`src/rtl/scsi_handshake_ctrl.sv`:
```
// One-byte SCSI REQ/ACK transfer sequencer between the 1MHz-bus host registers and the target bus.
// Optional host interrupt output enabled by defining BEEBSCSI_IRQ_EN.
module scsi_handshake_ctrl #(
   parameter int ACK_SETUP = 2,
   parameter int DATA_HOLD = 2,
   parameter int TIMEOUT   = 1024
) (
   input  logic       clock,
   input  logic       nReset,
   input  logic       nREQ,
   input  logic       IO,
   input  logic [7:0] scsi_db_in,
   input  logic       host_rd_data,
   input  logic       host_wr_data,
   input  logic [7:0] host_wr_value,
   input  logic       clear_status,
   input  logic       irq_enable,
   output logic [7:0] host_db_out,
   output logic [7:0] scsi_db_out,
   output logic       nOE_scsi,
   output logic       nACK,
   output logic       req_pending,
   output logic       dir_in,
   output logic       busy,
   output logic       timeout_flag,
   output logic       nIRQ
);

   typedef enum logic [2:0] {IDLE, WAIT_HOST, SETUP, ACK_ASSERT, HOLD} stateT;

   stateT       state;
   logic [7:0]  dataReg;
   logic [15:0] cnt;

   assign host_db_out = dataReg;
   assign scsi_db_out = dataReg;
   assign busy        = (state != IDLE);

   // Counters are loaded with N and the transition fires when they read 1, giving exactly N cycles.
   always_ff @(posedge clock or negedge nReset) begin
      if (!nReset) begin
         state        <= IDLE;
         dataReg      <= 8'h00;
         cnt          <= 16'd0;
         nOE_scsi     <= 1'b1;
         nACK         <= 1'b1;
         req_pending  <= 1'b0;
         dir_in       <= 1'b0;
         timeout_flag <= 1'b0;
      end else begin
         // NOTE: non-blocking assignments, so a later timeout set overrides the clear in the same cycle.
         if (clear_status)
            timeout_flag <= 1'b0;
         case (state)
            IDLE: begin
               if (!nREQ) begin
                  dir_in      <= IO;
                  req_pending <= 1'b1;
                  if (IO)
                     dataReg <= scsi_db_in;
                  state <= WAIT_HOST;
               end
            end
            WAIT_HOST: begin
               if (dir_in) begin
                  if (host_rd_data) begin
                     nACK        <= 1'b0;
                     req_pending <= 1'b0;
                     cnt         <= 16'(TIMEOUT);
                     state       <= ACK_ASSERT;
                  end
               end else if (host_wr_data) begin
                  dataReg  <= host_wr_value;
                  nOE_scsi <= 1'b0;
                  cnt      <= 16'(ACK_SETUP);
                  state    <= SETUP;
               end
            end
            SETUP: begin
               if (cnt == 16'd1) begin
                  nACK        <= 1'b0;
                  req_pending <= 1'b0;
                  cnt         <= 16'(TIMEOUT);
                  state       <= ACK_ASSERT;
               end else begin
                  cnt <= cnt - 16'd1;
               end
            end
            ACK_ASSERT: begin
               if (nREQ || cnt == 16'd1) begin
                  nACK <= 1'b1;
                  if (!nREQ)
                     timeout_flag <= 1'b1;
                  if (dir_in) begin
                     state <= IDLE;
                  end else begin
                     cnt   <= 16'(DATA_HOLD);
                     state <= HOLD;
                  end
               end else begin
                  cnt <= cnt - 16'd1;
               end
            end
            HOLD: begin
               if (cnt == 16'd1) begin
                  nOE_scsi <= 1'b1;
                  state    <= IDLE;
               end else begin
                  cnt <= cnt - 16'd1;
               end
            end
            default: state <= IDLE;
         endcase
      end
   end

`ifdef BEEBSCSI_IRQ_EN
   always_ff @(posedge clock or negedge nReset) begin
      if (!nReset)
         nIRQ <= 1'b1;
      else
         nIRQ <= ~(req_pending & irq_enable);
   end
`else
   logic unusedIrqEnable;
   assign unusedIrqEnable = irq_enable;
   assign nIRQ            = 1'b1;
`endif

endmodule

```
`config.mk`:
```
export PLATFORM = sky130hd
export DESIGN_NAME = scsi_handshake_ctrl
export DESIGN_NICKNAME = d
export VERILOG_FILES = /design/src/rtl/scsi_handshake_ctrl.sv
export SDC_FILE = /design/constraint.sdc
export NUM_CORES = 1
export LEC_CHECK = 0
export ABC_AREA = 0
export CAP_MARGIN = 20
export CORE_ASPECT_RATIO = 0.6
export CORE_MARGIN = 4
export CORE_UTILIZATION = 54
export CTS_CLUSTER_DIAMETER = 60
export CTS_CLUSTER_SIZE = 20
export DETAILED_ROUTE_END_ITERATION = 16
export PLACE_DENSITY = 0.9
export SETUP_SLACK_MARGIN = 0.4
export SLEW_MARGIN = 5
export SYNTH_ARGS = -nofsm -noshare
export SYNTH_HDL_FRONTEND = slang
export SYNTH_SLANG_ARGS = --single-unit
```
`constraint.sdc`:
```
create_clock -name clock -period 5.65 [get_ports clock]
set_input_delay 0.8475 -clock clock [delete_from_list [all_inputs] [get_ports clock]]
set_output_delay 0.8475 -clock clock [all_outputs]
set_load 0.02 [all_outputs]
```
# == Word level (Yosys, flattened, before mapping) ==
# Cells that the tools add are included.
# op_classes
addsub,1
mul,0
n_div,0
order_cmp,0
n_eq_ne,18
n_shift,0
muxes,37
bitwise,1
n_reduce_logical,15
# op_table
operator,n
$mux W16,7
$pmux W16 S4,1
$mux W8,4
$mux W3,8
$ne A2 B2 Y1 const B,10
$reduce_and A5 Y1,4
$eq A16 B1 Y1 const B,1
$pmux W8 S2,1
$sub A16 B1 Y16 const B,1
$pmux W3 S5,1
$mux W1,12
$ne A3 B3 Y1 const B,3
$reduce_bool A3 Y1,3
$eq A3 B2 Y1 const B,2
$pmux W1 S3,2
$reduce_and A6 Y1,1
$reduce_and A4 Y1,1
$reduce_bool A2 Y1,2
$reduce_bool A4 Y1,1
$eq A3 B1 Y1 const B,1
$eq A3 B3 Y1 const B,1
$logic_not A3 Y1,1
$pmux W1 S2,1
$reduce_and A2 Y1,1
2 further kinds,2
# word_totals
reg_bits,32
latchBits,0
mem_bits_rw,0
romBits,0
input_bits,24
wordCells,80
n_memories,0

# == Longest topological paths before layout ==
# Gate-level depths: netlist of run 1.
# logic_depth
depth_word,4
mapped_depth,9

# == Worst setup path before layout of run 1 ==
# OpenSTA, ideal clock, no wires.
# synth_timing
path_kind,input to register
start,input host_rd_data
end,register cnt[10]
t_arrival_ps,1903
path_slack_ps,3626
stages,5
path_buffers,0
cell_sequence,mux2i_1 -> o311ai_0 -> o21ai_2 -> or2_1 -> o22a_1
# synth_between
elab_chain_cells,2
# synth_lines
element,line_no,source
from (decl),13,"input logic host_rd_data,"
$ne A3 B3 Y1 (no source line),--,
$reduce_and A5 Y1 (no source line),--,
to (signal assigned),69,cnt <= 16'(TIMEOUT);
to (signal assigned),75,cnt <= 16'(ACK_SETUP);
to (signal assigned),83,cnt <= 16'(TIMEOUT);
to (decl),33,logic [15:0] cnt;
# Every way passes these cells.
# A chain may end at the register's enable or synchronous reset.

# == Final worst setup path of run 1 ==
# layout_timing
start,register state[1]
end,output busy
# layout_between
elab_chain_cells,1
# layout_lines
element,line_no,source
from (decl),31,stateT state;
from (signal assigned),42,state <= IDLE;
from (signal assigned),61,state <= WAIT_HOST;
from (signal assigned),70,state <= ACK_ASSERT;
$reduce_bool A3 Y1,37,assign busy = (state != IDLE);
to (decl),24,"output logic busy,"
# Every way passes these cells.

==> metrics.txt, run 1 <==
run status finished, final reports clean; largest area contributor in the netlist dfrtp_1; WP data arrival 1.83 ns; synth top area cells dfrtp_1 37%, mux2i_1 7.4%, a211oi_1 5.2%, inv_1 3.7%, a21oi_1 3.5%; Main synth FF type dfrtp_1; maximum buffer depth of the clock tree 2; antenna-violating nets left 0; synthesized area a little over 0.002 mm²; CP required 4.80 ns; clk_lat worst skew around 0.28 ns; WP buf/inv 1; gr usage total 21.7%; Final setup viols 0; critical path startpoint state[1]$_DFFE_PN0P_; setup TNS 0 ns; DR vias/cell 5.89; DIE HEIGHT 55.5 µm; number of flops mapped to enable cells by yosys 0; Slew @ Worst Pin between 0.9 and 1 ns; R2R setup slack around 3.1 ns; DRT iter0 DRCs about 130; vias in the first global route 1,680; switching share of total power between 40% and 50%; area grow syn2layout 22.9%; post-synthesis cell count 219; Routed WL roughly 5.0 mm; clock network power share 12.0%; delay-heaviest family, CP buffers and inverters; CTS tree yes; total CTS buffers 5; Pwr Density 618 mW/mm²; Cell Area, Placed 0.00239 mm²; Worst Hold Class flop to flop; Max-slew headroom 38.3%; Setup Fix Bufs, Post-CTS 0; Flop pwr share 29.4%; Hold Startpoint nACK$_DFFE_PN1P_; Seq/Total Area, Yosys 39.6%; peak supply drop around 320 µV; drt drc 0; layout cell share with drive strength beyond 1 11.0%; Initial Util 59.2%; combinational power share just under 60%; RSZ-0062 raised after global routing false; # rows 16; Ports 47; fin area 0.00249 mm²; worst-path cell with the longest stage delay clkdlybuf4s50_1; Max Fclk 374 MHz; Post-Route Skew 0.00590 ns; width of the die 87.1 µm; critical-path cell list or3_1, clkdlybuf4s50_1; WL/cell 16.6 µm; Synth cell types 50; crit path max fanout 15; Avg Cell Area, Syn roughly 9.3 µm²; Root Driver clkbuf_8; CTS resizes 0; YS warnings 0; Final #Nets 279; Tcrit/Tclk final 47.3%; Final GP Congestion 0.808; number of diodes 0; final slew viol count 0; port bufs 44; core area 0.00342 mm²; CP peak stage delay 0.57 ns; internal power 0.827 mW; hold_ws 0.489 ns; max_cap viols 0; # hold bufs at CTS 0; clock sinks 32; P_sw between 0.7 and 0.8 mW; gr ovfl total 0; Die ar. about 0.0048 mm²; largest net degree at the start of global routing 33; first-pass GRT wire length 8.23 mm; post-synth top area share 37.0%; antenna violations before repair 0; ys async rst share 100%; Tmin final 2.67 ns; CP Capture Type primary output; CTS H-tree depth 2; dpl hpwl 3.62 mm; Final Hold Viols 0; syn nets between 200 and 250; RR Startpoint cnt[6]$_DFFE_PN0P_; P_leak 0.995 nW; clk slew on worst S/H paths 0.07 ns; Yosys reg bits 32; via count 1,761; Startpoint Class flop; DR pass1 iterations 4; critical path class flop to primary output
final timing paths:
check | endpoint | cells past startpoint
hold reg to reg | nACK$_DFFE_PN1P_ | 2
max in group asynchronous | nACK$_DFFE_PN1P_ | 2
hold / removal | nACK$_DFFE_PN1P_ | 2
setup / recovery | busy | 2
min in group asynchronous | req_pending$_DFFE_PN0P_ | 2
setup reg to reg | cnt[1]$_DFFE_PN0P_ | 5
tightest hold or removal path, delay by kind of cell (launching register included):
family | cells | cell delay [ns]
AO/OA/AOI/OAI | 1 | 0.06
flip-flops | 1 | 0.37
AND/OR/NAND/NOR | 1 | 0.06
registers in the layout, summed over array words and instances (netlist names):
signal        cells
dir_in            1
state             3
timeout_flag      1
host_db_out       8
cnt              16
nOE_scsi          1
req_pending       1
nACK              1
layer usage:
layer / global-route usage, % / up-vias / part of all wire (%)
met5: 0 / - / 0
met4: 7.22 / 0 / 0.95
met3: 5.65 / 5 / 6.9
met2: 31.8 / 56 / 47
met1: 31.1 / 855 / 45
li1: - / 845 / -
kinds of logic after synthesis:
| logic type | after synthesis | synth area share, % |
|---|---|---|
| buf+inv | 39 | 10.8 |
| simple gates | 71 | 20.4 |
| other cells | 1 | 0.185 |
| compound gates | 58 | 19.9 |
| fa+ha+maj | 2 | 1.23 |
| mux | 16 | 7.96 |
| flops | 32 | 39.6 |
layout by cell type (no fill, tap or decap), types with 3 or more instances in the layout:
master / Yosys / final
a211oi_1: 14 / 14
a21oi_1: 14 / 14
clkbuf_8: 1 / 6
clkdlybuf4s50_1: 0 / 44
dfrtp_1: 30 / 30
inv_1: 20 / 20
mux2i_1: 15 / 15
nand2_1: 13 / 13
nand3_1: 6 / 6
nand3b_1: 3 / 3
nor2_1: 16 / 16
nor2b_1: 4 / 4
nor3_1: 4 / 4
nor3b_1: 4 / 3
o21ai_0: 10 / 10
o22ai_1: 5 / 5
or3_1: 4 / 4
power groups by stage:
stage                     registers, mW  logic (mW)  clock network (mW)
after floorplan                   0.463       0.644                   0
after global placement            0.446       0.862                   0
after detailed placement          0.454       0.889                   0
after CTS                         0.449       0.897               0.189
after global routing              0.467       0.992               0.196
final                             0.453       0.902               0.185
synth_stat cells (2+ instances only):
cell	n
or2b_2	2
nor3b_1	4
o22ai_1	5
dfrtp_1	30
buf_4	9
nor4_1	2
mux2i_1	15
buf_2	4
a211oi_1	14
a21oi_2	2
nand4_1	2
or2_2	2
nand3_1	6
nor2b_1	4
nor2_1	16
dfstp_2	2
or3_1	4
nor3_1	4
buf_6	3
o21ai_0	10
a21oi_1	14
inv_1	20
nand2_1	13
o32ai_1	2
nand3b_1	3
nor4_4	2
ha_1	2
final cells by class:
type | instances | area, µm²
multi-input cells | 148 | 1010
fillers | 251 | 930
flip-flops and latches | 32 | 803
repair buffers | 46 | 455
clock buffers | 6 | 82.6
inverters | 20 | 75.1
well taps | 45 | 56.3
clock inverters | 2 | 10.0
through the flow:
step	total power [mW]	util (%)	cells	setup slack, ns
final	1.54	72.8	299	2.98
after global routing	1.65	72.8	299	2.88
after global placement	1.31	69.9	290	2.83
after detailed placement	1.34	69.9	290	2.78
after floorplan	1.11	-	219	3.63
after CTS	1.53	72.6	298	2.99
No activity file was read; power rests on OpenSTA's default activity.
==> inputs of run 2 (changes only) <==
--- a/config.mk
+++ b/config.mk
@@ -9,11 +9,11 @@
 export CAP_MARGIN = 20
 export CORE_ASPECT_RATIO = 0.6
 export CORE_MARGIN = 4
-export CORE_UTILIZATION = 54
+export CORE_UTILIZATION = 50
 export CTS_CLUSTER_DIAMETER = 60
 export CTS_CLUSTER_SIZE = 20
 export DETAILED_ROUTE_END_ITERATION = 16
-export PLACE_DENSITY = 0.9
+export PLACE_DENSITY = 0.85
 export SETUP_SLACK_MARGIN = 0.4
 export SLEW_MARGIN = 5
 export SYNTH_ARGS = -nofsm -noshare
==> constraint.sdc (replaced) <==
create_clock -name clock -period 2.6 [get_ports clock]
set_input_delay 0.39 -clock clock [delete_from_list [all_inputs] [get_ports clock]]
set_output_delay 0.39 -clock clock [all_outputs]
set_load 0.02 [all_outputs]
==> run 2 against run 1 <==
Routed wire length is 1.6% higher; largest cell class unchanged; clock-buffer cell count increased by 2; utilization down 4.2 points; sequential power is 120% higher; die area up 7.0%; flip-flop and latch count is the same; cell count increased by 3.7%; global-route usage down 1.8 points.
==> metrics.txt, run 2 (same netlist as run 1, synthesis figures left out) <==
fillers 303 (+21%); Root Driver clkbuf_8; WP data arrival 2.27 ns (+0.44 ns); Largest Register cnt; post-layout util 68.6% (-4.2 points); max FFs per register 16 (unchanged); final slew viol count 0 (unchanged); Worst Hold Class flop to flop; switching share of total power 45.3% (-0.98 points); port bufs 44 (unchanged); drt drc 0 (unchanged); area grow syn2layout 28.1%; DR pass1 iterations 4 (unchanged); # rows 17 (+1); gr usage total 19.9% (-1.8 points); # hold bufs at CTS 0 (unchanged); WL met2 2.27 mm (-2.5%); crit path max fanout 17 (+2); peak supply drop 867 µV (+170%); largest net degree at the start of global routing 33 (unchanged); Final setup viols 0 (unchanged); Max Fclk between 400 and 500 MHz; clock sinks 32 (unchanged); hold depth 1 (-1); fin area 0.00260 mm² (+4.2%); Min-Delay Endpoint req_pending$_DFFE_PN0P_; total CTS buffers 5 (unchanged); DRT iter0 DRCs 104 (-21%); Startpoint Class flop; DR vias/cell 5.76 (-2.1%); RR Startpoint state[0]$_DFFE_PN0P_; cell depth of the worst flop-to-flop path 5 (unchanged); P_sw 1.57 mW (+120%); layout cell share with drive strength beyond 1 15.2% (+4.2 points); critical path class flop to flop; combinational power share 60.5% (+1.9 points); first-pass GRT wire length 8.22 mm (about the same); Cell Area, Placed 0.00245 mm² (+2.3%); Worst R2R End cnt[10]$_DFFE_PN0P_; clk slew on worst S/H paths 0.06 ns (about the same); max_cap viols 0 (unchanged); antenna-violating nets left 0 (unchanged); CP required 2.77 ns (-2.03 ns); DR top layer met4; WL/cell 16.2 µm (-2.0%); core area 0.00379 mm² (+11%); gr ovfl total 0 (unchanged); Hold Startpoint req_pending$_DFFE_PN0P_; Flop pwr share 28.2% (-1.2 points); width of the die 90.2 µm (+3.6%); run status finished, final reports clean; Post-Route Skew 0.00418 ns (-0.00172 ns); CTS H-tree depth 2 (unchanged); Max-slew headroom 65.3% (+27 points); internal power 1.89 mW (+130%); Tmin final around 2.1 ns; Ports 47 (unchanged); DIE HEIGHT 57.3 µm (+3.4%); clock network power share 11.3% (-0.7 points); setup TNS 0 ns (unchanged); Final GP Congestion 0.799 (-1.0%); R2R setup slack 0.50 ns (-2.62 ns); vias in the first global route 1,653 (-1.6%); antenna violations before repair 0 (unchanged); maximum buffer depth of the clock tree 2 (unchanged); post-route met1 wirelength 2.46 mm (+9.6%); Pwr Density 1330 mW/mm² (+120%); RSZ-0062 raised after global routing true; Final #Nets 288 (+3.2%); dpl hpwl 3.56 mm (-1.6%); via count 1,787 (+1.5%); commonest non-fill, non-tap cell in the layout clkdlybuf4s50_1; Tcrit/Tclk final around four fifths; P_leak 1.04 nW (+4.7%); Slew @ Worst Pin 0.515 ns (-0.407 ns); Routed WL 5.04 mm (+1.6%); hold_ws 0.484 ns (-0.00483 ns); clk_lat worst skew 0.28 ns (about the same); number of diodes 0 (unchanged); commonest cells after routing, fill and taps aside 43 x clkdlybuf4s50_1, 28 x dfrtp_1, 20 x inv_1; Final Hold Viols 0 (unchanged); metal3 WL 230 µm (-33%); Die ar. 0.00517 mm² (+7.0%); Initial Util 53.6% (-5.7 points); CTS tree yes; CP Capture Type flop
run 2: cell types whose count changed in the layout (fill, tap and decap cells not counted), moves of 2 or more:
| cell | change |
|---|---|
| buf_4 | +8 |
| clkbuf_1 | +2 |
| clkinv_2 | -2 |
| dfrtp_1 | -2 |
| dfrtp_2 | +2 |
run 2: area by class of cell:
class                   instances  area [µm²]  area share [%]
multi-input cells             148        1030            39.8
flip-flops and latches         32         806            31.0
repair buffers                 55         534            20.6
clock buffers                   8        90.1            3.47
inverters                      20        75.1            2.89
well taps                      47        58.8            2.26
run 2: worst max path at each step:
stage | from | endpoint | slack [ns] | cells past startpoint
finish | state[0]$_DFFE_PN0P_ | cnt[10]$_DFFE_PN0P_ | 0.50 | 5
global route | cnt[12]$_DFFE_PN0P_ | cnt[10]$_DFFE_PN0P_ | 0.31 | 7
CTS | cnt[6]$_DFFE_PN0P_ | cnt[4]$_DFFE_PN0P_ | 0.41 | 5
detailed placement | host_wr_data | cnt[10]$_DFFE_PN0P_ | 0.20 | 6
global placement | host_wr_data | cnt[10]$_DFFE_PN0P_ | 0.22 | 6
floorplan | cnt[0]$_DFFE_PN0P_ | cnt[14]$_DFFE_PN0P_ | 0.63 | 7
run 2: per-layer routing:
metal  vias up  global-route usage [%]
li1        863                       -
met1       874                    29.7
met2        41                    28.3
met3         9                    4.87
met4         0                    6.10
met5         -                       0
run 2: power by group through the flow:
| stage | combinational, mW | sequential [mW] | clock [mW] |
|---|---|---|---|
| after floorplan | 1.40 | 1.01 | 0 |
| after global placement | 1.95 | 0.959 | 0 |
| after detailed placement | 1.99 | 0.972 | 0 |
| after CTS | 2.04 | 0.966 | 0.399 |
| after global routing | 2.29 | 1.01 | 0.426 |
| final | 2.09 | 0.977 | 0.392 |
run 2: repair_timing:
item                                    4_1_cts  5_1_grt
cloned                                        0        0
endpoints found under the setup margin        6       12
buffers inserted                              1        2
resized for setup                             5        5
pin swaps                                     1        3
run 2: critical path, stage by stage (launching register included):
cell and delay [ns]:
dfrtp_1 0.47, or3b_1 0.56, o311ai_1 0.18, o21ai_4 0.24, or2_1 0.32, o22a_1 0.22
run 2: per-stage QoR:
| step | worst slack [ns] | std cells | power [mW] |
|---|---|---|---|
| after floorplan | 0.629 | 219 | 2.40 |
| after global placement | 0.220 | 299 | 2.91 |
| after detailed placement | 0.198 | 299 | 2.97 |
| after CTS | 0.411 | 308 | 3.41 |
| after global routing | 0.313 | 310 | 3.73 |
| final | 0.502 | 310 | 3.46 |
==> inputs of run 3 (changes only) <==
==> constraint.sdc (replaced) <==
create_clock -name clock -period 2.05 [get_ports clock]
set_input_delay 0.3075 -clock clock [delete_from_list [all_inputs] [get_ports clock]]
set_output_delay 0.3075 -clock clock [all_outputs]
set_load 0.02 [all_outputs]
==> run 3 against run 2 <==
Setup slack got worse by 0.56 ns; hold slack lost 0.072 ns; die area stayed put; clock-buffer cell count decreased by 2; utilization grew 21 points; largest cell class unchanged; via count up 32%; flip-flop and latch count did not move; clock skew grew 0.0087 ns; global-route usage up 6.2 points; clock power increased by 37%; the flow now finishes with violations (negative setup slack); register-to-register slack lost 0.56 ns.
==> metrics.txt, run 3 (same netlist as run 1, synthesis figures left out) <==
Worst Hold Class input port to async pin; Final Hold Viols 0 (unchanged); Pwr Density 1950 mW/mm² (+47%); layout cell share with drive strength beyond 1 45.3% (+30 points); run status finished, violations left; clk_lat worst skew 0.30 ns (+0.02 ns); peak supply drop 1230 µV (+42%); Final setup viols 3 (+3); first-pass GRT wire length 10.5 mm (+27%); clk slew on worst S/H paths 0.08 ns (+0.02 ns); # hold bufs at CTS 0 (unchanged); P_leak 1.41 nW (+35%); delay-heaviest family, CP compound AO/OA/AOI/OAI gates; Cell Area, Placed 0.00270 mm² (+10%); antenna-violating nets left 0 (unchanged); Initial Util 53.6% (unchanged); vias in the first global route 2,059 (+25%); Final #Nets 341 (+18%); Tmin final 2.11 ns (+0.0138 ns); Max-slew headroom 62.8% (-2.6 points); post-layout util 89.1% (+21 points); commonest cells after routing, fill and taps aside 44 x buf_4, 40 x clkdlybuf4s50_1, 28 x dfrtp_1; critical path class flop to flop; DR pass1 iterations 5 (+1); Tcrit/Tclk final 103% (+22 points); crit path max fanout 7 (-10); WP data arrival 2.29 ns (+0.02 ns); largest net degree at the start of global routing 33 (unchanged); antenna violations before repair 0 (unchanged); core area 0.00379 mm² (unchanged); Largest Register cnt; CP peak stage delay 0.40 ns (-0.16 ns); drt drc 0 (unchanged); port bufs 44 (unchanged); worst-path cell with the longest stage delay a211oi_1; Routed WL 9.07 mm (+80%); fillers 150 (-50%); Placement Setup Slack -0.0448 ns (-0.243 ns); DIE HEIGHT 57.3 µm (unchanged); Slew @ Worst Pin 0.557 ns (+0.0427 ns); Startpoint Class flop; gr usage total 26.1% (+6.2 points); total CTS buffers 5 (unchanged); clock sinks 32 (unchanged); fin area 0.00337 mm² (+30%); CP required 2.23 ns (-0.54 ns); WP buf/inv 3 (+3); Final GP Congestion 0.833 (+4.2%); area grow syn2layout 66.4%; CTS H-tree depth 2 (unchanged); max FFs per register 16 (unchanged); DR vias/cell 6.52 (+13%); via count 2,367 (+32%); Post-Route Skew 0.0129 ns (+0.00868 ns); # rows 17 (unchanged); Design Power 6.59 mW (+90%); dpl hpwl 3.97 mm (+12%); final slew viol count 0 (unchanged); DRT iter0 DRCs 226 (+120%); critical-path cell list inv_2, ha_1, nor3b_2, buf_4, and4_4, buf_6, o21ai_4, a211oi_1, o22ai_1; Die ar. 0.00517 mm² (unchanged); RSZ-0062 raised after global routing true; commonest non-fill, non-tap cell in the layout buf_4; Ports 47 (unchanged); maximum buffer depth of the clock tree 2 (unchanged); max_cap viols 0 (unchanged); WL/cell 25.0 µm (+54%); CTS tree yes; number of diodes 0 (unchanged); gr ovfl total 0 (unchanged); Root Driver clkbuf_8; Max Fclk 473 MHz (-0.65%); width of the die 90.2 µm (unchanged); failing checks negative setup slack; CP Capture Type flop; worst setup margin -0.0622 ns (-0.564 ns)
run 3: routing by layer:
metal  vias to the layer above  global-route usage, %  routed length [µm]
met5                         -                      0                   0
met3                        79                   5.80                 993
met4                         0                   13.3                 677
met1                      1114                   33.4                3370
li1                        968                      -                   -
met2                       206                   42.3                4030
run 3: cell type report:
type,instances,area [µm²],share of cell area [%]
flip-flops and latches,32,806,23.9
multi-input cells,149,1330,39.5
clock buffers,6,82.6,2.45
repair buffers,107,1010,29.9
inverters,20,75.1,2.22
well taps,47,58.8,1.74
clock inverters,2,10.0,0.297
run 3: stage by stage:
stage / hold slack, ns / TNS, ns / std cells
final: 0.412 / -0.119 / 363
after global placement: 0.475 / 0 / 326
after detailed placement: 0.474 / -0.186 / 326
after CTS: 0.431 / 0 / 353
after global routing: 0.465 / -0.479 / 363
after floorplan: 0.0119 / 0 / 219
run 3: worst paths after layout:
check	from	to	slack, ns	cells past startpoint
min	nReset	cnt[3]$_DFFE_PN0P_	0.41	2
max	cnt[1]$_DFFE_PN0P_	cnt[3]$_DFFE_PN0P_	-0.06	9
min reg2reg	req_pending$_DFFE_PN0P_	req_pending$_DFFE_PN0P_	0.49	1
min in group clock	req_pending$_DFFE_PN0P_	req_pending$_DFFE_PN0P_	0.49	1
max in group asynchronous	nReset	nACK$_DFFE_PN1P_	1.30	2
max reg2reg	cnt[1]$_DFFE_PN0P_	cnt[3]$_DFFE_PN0P_	-0.06	9
run 3: repair_timing:
| action | in CTS | in global routing |
|---|---|---|
| endpoints found under the setup margin | 34 | 31 |
| pin swaps | 9 | 18 |
| endpoints found under the hold margin | 0 | 0 |
| gates cloned | 1 | 2 |
| setup buffers | 18 | 8 |
| resized for setup | 38 | 61 |
run 3: where the power goes:
| part | internal, mW | total, mW | switching, mW |
|---|---|---|---|
| logic | 2.31 | 4.81 | 2.50 |
| registers | 0.914 | 1.25 | 0.336 |
| clock network | 0.268 | 0.537 | 0.269 |
| total | 3.49 | 6.59 | 3.10 |
